[src/rtl/alu_operand_loader.sv]
// Loads ALU operands A, B and the operation select from switches, one accepted Enter press per field.
// Optional build macro LOADER_DEBOUNCE_EN adds a DEBOUNCE_CYCLES-long debounce on the synchronized Enter level.
module alu_operand_loader #(
  parameter int unsigned DEBOUNCE_CYCLES = 32'd500000
) (
  input  logic       clk,
  input  logic       rst,
  input  logic [3:0] sw,
  input  logic       enter,
  input  logic       clear,
  output logic [3:0] a,
  output logic [3:0] b,
  output logic [2:0] sel,
  output logic       valid,
  output logic [1:0] phase
);

  typedef enum logic [1:0] {
    LOAD_A   = 2'd0,
    LOAD_B   = 2'd1,
    LOAD_SEL = 2'd2,
    DONE     = 2'd3
  } state_t;

  logic       sync1_r;
  logic       sync2_r;
  logic       prev_r;
  logic [1:0] fill_r;
  logic       armed_r;
  logic       level_s;
  logic       press_s;

  state_t     state_r, state_s;
  logic [3:0] a_r, a_s;
  logic [3:0] b_r, b_s;
  logic [2:0] sel_r, sel_s;
  logic       valid_r, valid_s;

`ifdef LOADER_DEBOUNCE_EN
  localparam int unsigned CNT_W = (DEBOUNCE_CYCLES > 32'd1) ? $clog2(DEBOUNCE_CYCLES) : 32'd1;
  logic             db_level_r;
  logic [CNT_W-1:0] db_cnt_r;

  // Debounce: flip the level only after DEBOUNCE_CYCLES consecutive mismatching samples
  always_ff @(posedge clk or posedge rst) begin
    if (rst) begin
      db_level_r <= 1'b0;
      db_cnt_r   <= '0;
    end else if (sync2_r != db_level_r) begin
      if (db_cnt_r == CNT_W'(DEBOUNCE_CYCLES - 32'd1)) begin
        db_level_r <= sync2_r;
        db_cnt_r   <= '0;
      end else begin
        db_cnt_r   <= db_cnt_r + {{(CNT_W-1){1'b0}}, 1'b1};
      end
    end else begin
      db_cnt_r <= '0;
    end
  end

  assign level_s = db_level_r;
`else
  assign level_s = sync2_r;
`endif

  // Synchronizer, edge detector and post-reset arming of the press detector
  always_ff @(posedge clk or posedge rst) begin
    if (rst) begin
      sync1_r <= 1'b0;
      sync2_r <= 1'b0;
      prev_r  <= 1'b0;
      fill_r  <= 2'b00;
      armed_r <= 1'b0;
    end else begin
      sync1_r <= enter;
      sync2_r <= sync1_r;
      prev_r  <= level_s;
      fill_r  <= {fill_r[0], 1'b1};
      // Only arm once the synchronizer holds a real sample of a released button,
      // so a press already in flight across reset is never taken.
      if (fill_r[1] && !sync2_r) begin
        armed_r <= 1'b1;
      end else begin
        armed_r <= armed_r;
      end
    end
  end

  assign press_s = level_s & ~prev_r & armed_r;

  // Next-state and next-output logic; clear outranks a press
  always_comb begin
    state_s = state_r;
    a_s     = a_r;
    b_s     = b_r;
    sel_s   = sel_r;
    valid_s = valid_r;
    if (clear) begin
      state_s = LOAD_A;
      a_s     = 4'd0;
      b_s     = 4'd0;
      sel_s   = 3'd0;
      valid_s = 1'b0;
    end else if (press_s) begin
      case (state_r)
        LOAD_A: begin
          a_s     = sw;
          state_s = LOAD_B;
        end
        LOAD_B: begin
          b_s     = sw;
          state_s = LOAD_SEL;
        end
        LOAD_SEL: begin
          sel_s   = sw[2:0];
          valid_s = 1'b1;
          state_s = DONE;
        end
        DONE: begin
          valid_s = 1'b0;
          state_s = LOAD_A;
        end
        default: begin
          state_s = LOAD_A;
          valid_s = 1'b0;
        end
      endcase
    end else begin
      state_s = state_r;
    end
  end

  // State and output registers
  always_ff @(posedge clk or posedge rst) begin
    if (rst) begin
      state_r <= LOAD_A;
      a_r     <= 4'd0;
      b_r     <= 4'd0;
      sel_r   <= 3'd0;
      valid_r <= 1'b0;
    end else begin
      state_r <= state_s;
      a_r     <= a_s;
      b_r     <= b_s;
      sel_r   <= sel_s;
      valid_r <= valid_s;
    end
  end

  assign a     = a_r;
  assign b     = b_r;
  assign sel   = sel_r;
  assign valid = valid_r;
  assign phase = state_r;

endmodule

[config.mk]
export PLATFORM = sky130hd
export DESIGN_NAME = alu_operand_loader
export DESIGN_NICKNAME = d
export VERILOG_FILES = /design/src/rtl/alu_operand_loader.sv
export SDC_FILE = /design/constraint.sdc
export NUM_CORES = 1
export LEC_CHECK = 0
export CORE_UTILIZATION = 43
export DETAILED_ROUTE_END_ITERATION = 16
export PLACE_DENSITY = 0.74
export SETUP_SLACK_MARGIN = 0.02
export SYNTH_ARGS = -nofsm -noshare
export SYNTH_HDL_FRONTEND = slang
export SYNTH_SLANG_ARGS = --single-unit
[constraint.sdc]
create_clock -name clk -period 1.15 [get_ports clk]
set_input_delay 0.115 -clock clk [delete_from_list [all_inputs] [get_ports clk]]
set_output_delay 0.115 -clock clk [all_outputs]
set_load 0.01 [all_outputs]
==> impl_metrics.csv, run 1 <==
group,metric,value,unit
drt,drt-pass1-iter-count,3,
logic_synthesis,yosysUniqueCellTypes,14,
sta,grt_setup_unrepaired,"yes",
global_route,antenna_found_initial,0,
worst_setup_path,worstReg2RegStart,"phase[1]$_DFFE_PP0P_",
floorplanning,rows,16,
place,finalWeightedCongestion,0.766,
sta,timing.final.crit_share,1.12,
floorplanning,core_area,2000,µm²
global_route,grt_max_degree,21,
global_route,gr-usage-all-layers,0.178,
clocking,cts-htree-levels,1,
clocking,cts_hold_buffers,0,
final_layout,layout_common_cells,"dfrtp_1 (20), nand2b_1 (18), mux2i_1 (13)",
clocking,cts_tree,"built",
logic_synthesis,synth_nets,84,
drt,dr.first_iter.drc_count,3,
worst_setup_path,critical-path-max-stage-delay,410,ps
drt,drt-vias-per-instance,4.80,
clocking,root_buffer,"clkbuf_4",
sta,time_the_final_worst_path_needs_with_i_o_delays_and_setup,1290,ps
worst_setup_path,critical_path_required,1360,ps
clocking,ctsLongestPathBuffers,2,
worst_setup_path,cp_data_arrival_time,1500,ps
logic_synthesis,synth_top_cell_area_share,0.538,
min_path,min_path_type,"in -> async",
floorplanning,starting_density_of_the_core,0.465,
worst_setup_path,cp-start-kind,"flip-flop",
worst_setup_path,reg2reg_setup_slack,-140,ps
final_layout,filler_cell_count,149,
pwr,powerDensity,1010,nW/µm²
final_layout,antenna_diodes,0,
floorplanning,die_footprint,2360,µm²
place,dp_hpwl,1250,µm
final_layout,num-nets-final,118,
drt,route.detailed.wl_per_inst,13.9,µm
drt,remaining_drc_errors,0,
status,violations_in_the_final_reports,"negative setup slack",
pwr,power.leakage,0.000658,µW
flow_run,maxCapViolCount,0,
logic_synthesis,synth_cells,72,
floorplanning,io_pins,22,
logic_synthesis,post_synth_instance_area,931,µm²
sta,finalClockSkew,11.6,ps
final_layout,finalInstanceArea,1340,µm²
worst_setup_path,worstSetupPathType,"reg -> reg",
logic_synthesis,synth.top_cells.by_area,"dfrtp_1 (54%), mux2i_1 (14%), nand2b_1 (12%)",
drt,route.vias.total,633,
sta,timing_max_transition_violations_final,0,
worst_setup_path,r2r_end,"a[0]$_DFFE_PP0P_",
global_route,aggregate_global_routing_overflow,0,
logic_synthesis,synth_area_per_cell,12.9,µm²
worst_setup_path,crit_slowest_cell,"dfrtp_1",
worst_setup_path,crit_path_cell_trace,"buf_6 > inv_6 > ha_4 > and4b_2 > mux2i_1",
final_layout,area_delta_synth_final,44.1,%
worst_setup_path,timing.critical_path.to_type,"flip-flop",
status,outcome,"finished with violations",
sta,whs,126,ps
place,port_buffers,21,
drt,wl,1840,µm
sta,hold_viol,0,
final_layout,most_frequent_standard_cell_in_the_layout_excluding_fill_and_tap_cells,"dfrtp_1",
sta,setup_violations,14,
worst_setup_path,worstPathBufferInverterCount,2,
place,placedInstanceArea,1210,µm²
logic_synthesis,synth.largest_area_cell,"dfrtp_1",
drt,route.antenna.remaining_nets,0,
clocking,clkSinkCount,20,
final_layout,drive_above_1_share,0.257,
logic_synthesis,synthesis.yosys.warnings,0,
pwr,report.power.total,1360,µW
clocking,clkTransAtPathRegs,110,ps
clocking,tritoncts_buffer_count,3,
clocking,insertion_delay,300,ps
worst_setup_path,critPathMaxFanout,3,
worst_setup_path,crit_family,"flip-flops",
global_route,grt_pass1_vias,655,
floorplanning,floorplan.die.height,48.5,µm
logic_synthesis,postSynthRegisterBits,20,
global_route,grt_first_pass_wirelength,3130,µm
logic_synthesis,synth-seq-area-share,0.538,
pwr,vdd_ir_drop_max,1.09,mV
sta,max_freq,776,MHz
worst_setup_path,timing.reg2reg.worst_path_depth,5,
sta,final_critical_path_setup_slack,-139,ps
floorplanning,chipWidth,48.5,µm
==> logic make-up after synthesis <==
family / after synthesis / synth area share
AOI/OAI and AO/OA: 3 / 0.0336
other: 1 / 0.00403
DFF: 20 / 0.538
muxes: 13 / 0.140
buffers and inverters: 7 / 0.0282
adders and majority gates: 4 / 0.0538
and+or+nand+nor: 24 / 0.203
==> area by class of cell <==
type,count,area [µm²],share of cell area
sequential,20,500,0.373
multi-input combinational,45,442,0.329
timing repair buffer,31,300,0.224
clock buffer,4,36.3,0.0271
tap,27,33.8,0.0252
inverter,5,28.8,0.0215
==> layer usage <==
metal | track usage | vias to the layer above | wire length [µm]
met5 | 0 | - | 0
met4 | 0.0882 | 0 | 65
met3 | 0.0503 | 6 | 43
met2 | 0.308 | 13 | 949
met1 | 0.201 | 311 | 778
li1 | - | 303 | -
==> tightest hold or removal path: cells and delay by family <==
family | cells | cell delay [ps]
buf+inv | 3 | 700
==> synth_stat cells <==
master,instances
a21o_2,1
a221oi_2,1
and3b_4,1
and4b_2,2
clkbuf_1,2
conb_1,1
dfrtp_1,20
ha_1,4
inv_1,5
mux2i_1,13
nand2b_1,18
nand4b_1,2
nand4b_4,1
o21bai_1,1
==> registers in the layout, summed over array words and instances, names as in the netlist <==
| register | count |
|---|---|
| a | 4 |
| b | 4 |
| sel | 3 |
| fill_r | 2 |
| phase | 2 |
| armed_r | 1 |
| level_s | 1 |
| prev_r | 1 |
| sync1_r | 1 |
| valid | 1 |
==> worst max-delay path by stage <==
stage / slack, ps / from / cells past startpoint / end
after floorplan: -50 / phase[1]$_DFFE_PP0P_ / 4 / a[0]$_DFFE_PP0P_
after global placement: -60 / phase[1]$_DFFE_PP0P_ / 4 / a[0]$_DFFE_PP0P_
after detailed placement: -100 / phase[1]$_DFFE_PP0P_ / 4 / a[0]$_DFFE_PP0P_
after CTS: -130 / phase[0]$_DFFE_PP0P_ / 5 / a[0]$_DFFE_PP0P_
after global routing: -210 / phase[1]$_DFFE_PP0P_ / 5 / a[0]$_DFFE_PP0P_
final: -140 / phase[1]$_DFFE_PP0P_ / 5 / a[0]$_DFFE_PP0P_
==> report_power, final <==
part | leakage, µW | switching, µW | internal (µW)
logic | 0.000377 | 98.9 | 122
clock network | 0.0000210 | 200 | 193
registers | 0.000260 | 16.9 | 728
total | 0.000658 | 316 | 1040
==> repair_timing <==
item	CTS	global route
resized for setup	34	7
endpoints found under the setup margin	26	21
buffers inserted	3	3
pin swaps	1	0
gates cloned	0	0
==> through the flow <==
| stage | cells | util | TNS, ps | worst slack, ps |
|---|---|---|---|---|
| 3_3_place_gp | 122 | 0.606 | -185 | -56.3 |
| 2_1_floorplan | 72 | - | -167 | -45.1 |
| 4_1_cts | 129 | 0.651 | -754 | -130 |
| 5_1_grt | 132 | 0.670 | -2030 | -215 |
| 6_report | 132 | 0.670 | -1020 | -139 |
| 3_5_place_dp | 122 | 0.606 | -425 | -95.6 |
(Power assumes the default switching activity.)
==> inputs of run 2 (changes only) <==
CTS_CLUSTER_DIAMETER = 50   (was default)
==> results of run 2 <==
No change in the layout: final DEF, timing and power equal those of run 1.
==> inputs of run 3 (changes only) <==
GPL_TIMING_DRIVEN = 0   (was default)
REMOVE_ABC_BUFFERS = 1   (was default)
==> run 3 against run 2 <==
Compared with the run above:
- the run still ends with negative setup slack left
- register-to-register slack gained 60 ps
- global-route usage shrank 1.3 points
- fmax grew 4.6%
- design area shrank 5.5%
- clock-buffer cell count shrank 1
- worst setup slack gained 56 ps
- combinational power shrank 14%
- wire length is 5.4% lower
- sequential share of layout area rose by 2.4 points
- clock power fell by 15%
- highest routed layer unchanged
- critical path type unchanged
==> impl_metrics.csv, run 3 (synthesis gave the netlist of run 1 again) <==
group,metric,value,unit
place,dp_hpwl,1150,µm
pwr,switchingPower,317,µW
pwr,report.power.total,1270,µW
final_layout,layout_common_cells,"nand2b_1 (18), dfrtp_1 (18), mux2i_1 (13)",
place,finalWeightedCongestion,0.666,
flow_run,maxCapViolCount,0,
worst_setup_path,worstSetupPathType,"reg -> reg",
floorplanning,rows,16,
sta,time_the_final_worst_path_needs_with_i_o_delays_and_setup,1230,ps
final_layout,post-route-util,0.633,
clocking,cts-htree-levels,1,
worst_setup_path,timing.critical_path.to_type,"flip-flop",
pwr,internal-power,955,µW
pwr,clock_power_share,0.262,
place,dp_slack,-244,ps
global_route,grt_max_degree,21,
min_path,min_path_type,"in -> async",
sta,grt_setup_unrepaired,"yes",
final_layout,area_delta_synth_final,36.2,%
sta,timing_max_transition_violations_final,0,
floorplanning,chipWidth,48.5,µm
global_route,antenna_found_initial,0,
worst_setup_path,critical_path_required,1370,ps
worst_setup_path,r2r_end,"a[0]$_DFFE_PP0P_",
sta,relSlewSlack,0.519,
global_route,grt_first_pass_wirelength,2880,µm
sta,worst_margin_slew,721,ps
drt,remaining_drc_errors,0,
place,placed_cells,118,
drt,route.detailed.wl_per_inst,13.6,µm
final_layout,antenna_diodes,0,
floorplanning,core_area,2000,µm²
clocking,clkSinkCount,20,
floorplanning,io_pins,22,
sta,final_critical_path_setup_slack,-82.1,ps
sta,finalClockSkew,1.19,ps
sta,timing.final.crit_share,1.07,
clocking,insertion_delay,300,ps
floorplanning,starting_density_of_the_core,0.465,
global_route,grt_pass1_vias,628,
final_layout,stdcell_count,128,
clocking,tritoncts_buffer_count,3,
worst_setup_path,startpoint,"phase[0]$_DFFE_PP0P_",
global_route,gr-usage-all-layers,0.165,
status,violations_in_the_final_reports,"negative setup slack",
pwr,proportion_of_total_power_due_to_net_switching,0.249,
pwr,pwr-share-seq,0.588,
sta,setup_violations,8,
worst_setup_path,cp_data_arrival_time,1460,ps
clocking,ctsLongestPathBuffers,2,
clocking,clkTransAtPathRegs,110,ps
drt,wl,1740,µm
sta,max_freq,812,MHz
final_layout,drive_above_1_share,0.248,
pwr,share_comb_of_total_power,0.150,
final_layout,num-nets-final,115,
worst_setup_path,cp-start-kind,"flip-flop",
sta,hold_viol,0,
sta,timing.setup.tns,-439,ps
clocking,cts_hold_buffers,0,
pwr,powerDensity,1000,nW/µm²
drt,route.vias.total,630,
drt,dr.first_iter.drc_count,6,
place,port_buffers,21,
worst_setup_path,critPathMaxFanout,3,
drt,route.antenna.remaining_nets,0,
clocking,cts_tree,"built",
floorplanning,floorplan.die.height,48.5,µm
global_route,aggregate_global_routing_overflow,0,
worst_setup_path,worstReg2RegStart,"phase[0]$_DFFE_PP0P_",
drt,drt-vias-per-instance,4.92,
pwr,vdd_ir_drop_max,0.971,mV
status,outcome,"finished with violations",
clocking,root_buffer,"clkbuf_4",
worst_setup_path,timing.reg2reg.worst_path_depth,4,
worst_setup_path,critical_path.endpoint,"a[0]$_DFFE_PP0P_",
worst_setup_path,reg2reg_setup_slack,-80,ps
pwr,power.leakage,0.000629,µW
drt,drt-pass1-iter-count,4,
floorplanning,die_footprint,2360,µm²
[run 3: through the flow]
| step | area, µm² | hold slack (ps) |
|---|---|---|
| final | 1270 | 221 |
| after global routing | 1270 | 222 |
| after CTS | 1220 | 244 |
| after detailed placement | 1170 | 340 |
| after global placement | 1170 | 334 |
| after floorplan | 923 | 78.8 |
[run 3: power groups by stage]
stage	registers [µW]	clock network, µW	logic, µW
5_1_grt	750	367	209
2_1_floorplan	766	0	80.0
3_5_place_dp	762	0	167
6_report	747	333	191
4_1_cts	746	335	179
3_3_place_gp	760	0	164
[run 3: worst min-delay path by stage]
stage | endpoint | cells after the start | slack, ps | from
3_3_place_gp | level_s$_DFF_PP0_ | 0 | 330 | sync1_r$_DFF_PP0_
3_5_place_dp | level_s$_DFF_PP0_ | 0 | 340 | sync1_r$_DFF_PP0_
2_1_floorplan | a[0]$_DFFE_PP0P_ | 1 | 80 | rst
5_1_grt | sync1_r$_DFF_PP0_ | 1 | 220 | enter
6_report | b[0]$_DFFE_PP0P_ | 2 | 220 | rst
4_1_cts | sync1_r$_DFF_PP0_ | 1 | 240 | enter
[run 3: layout make-up]
type / count / area [µm²]
multi-input combinational: 45 / 442
fill: 159 / 734
timing repair buffer: 28 / 245
tap: 27 / 33.8
inverter: 5 / 21.3
clock buffer: 3 / 22.5
sequential: 20 / 503
[run 3: worst max-delay path, cell delays in order, from the launching register on]
cell and delay (ps):
dfrtp_1 430, inv_2 110, ha_4 150, and4b_2 260, mux2i_1 200
[run 3: routing by layer]
| layer | part of all wire | vias to the layer above | track usage |
|---|---|---|---|
| li1 | - | 302 | - |
| met1 | 0.45 | 308 | 0.195 |
| met2 | 0.50 | 16 | 0.284 |
| met3 | 0.038 | 4 | 0.0409 |
| met4 | 0.012 | 0 | 0.0735 |
| met5 | 0 | - | 0 |
[run 3: repair_timing]
action | CTS | global route
gates resized for setup | 25 | 9
endpoints found under the setup margin | 26 | 20
buffers inserted | 3 | 4
pin swaps | 1 | 3
gates cloned | 0 | 0
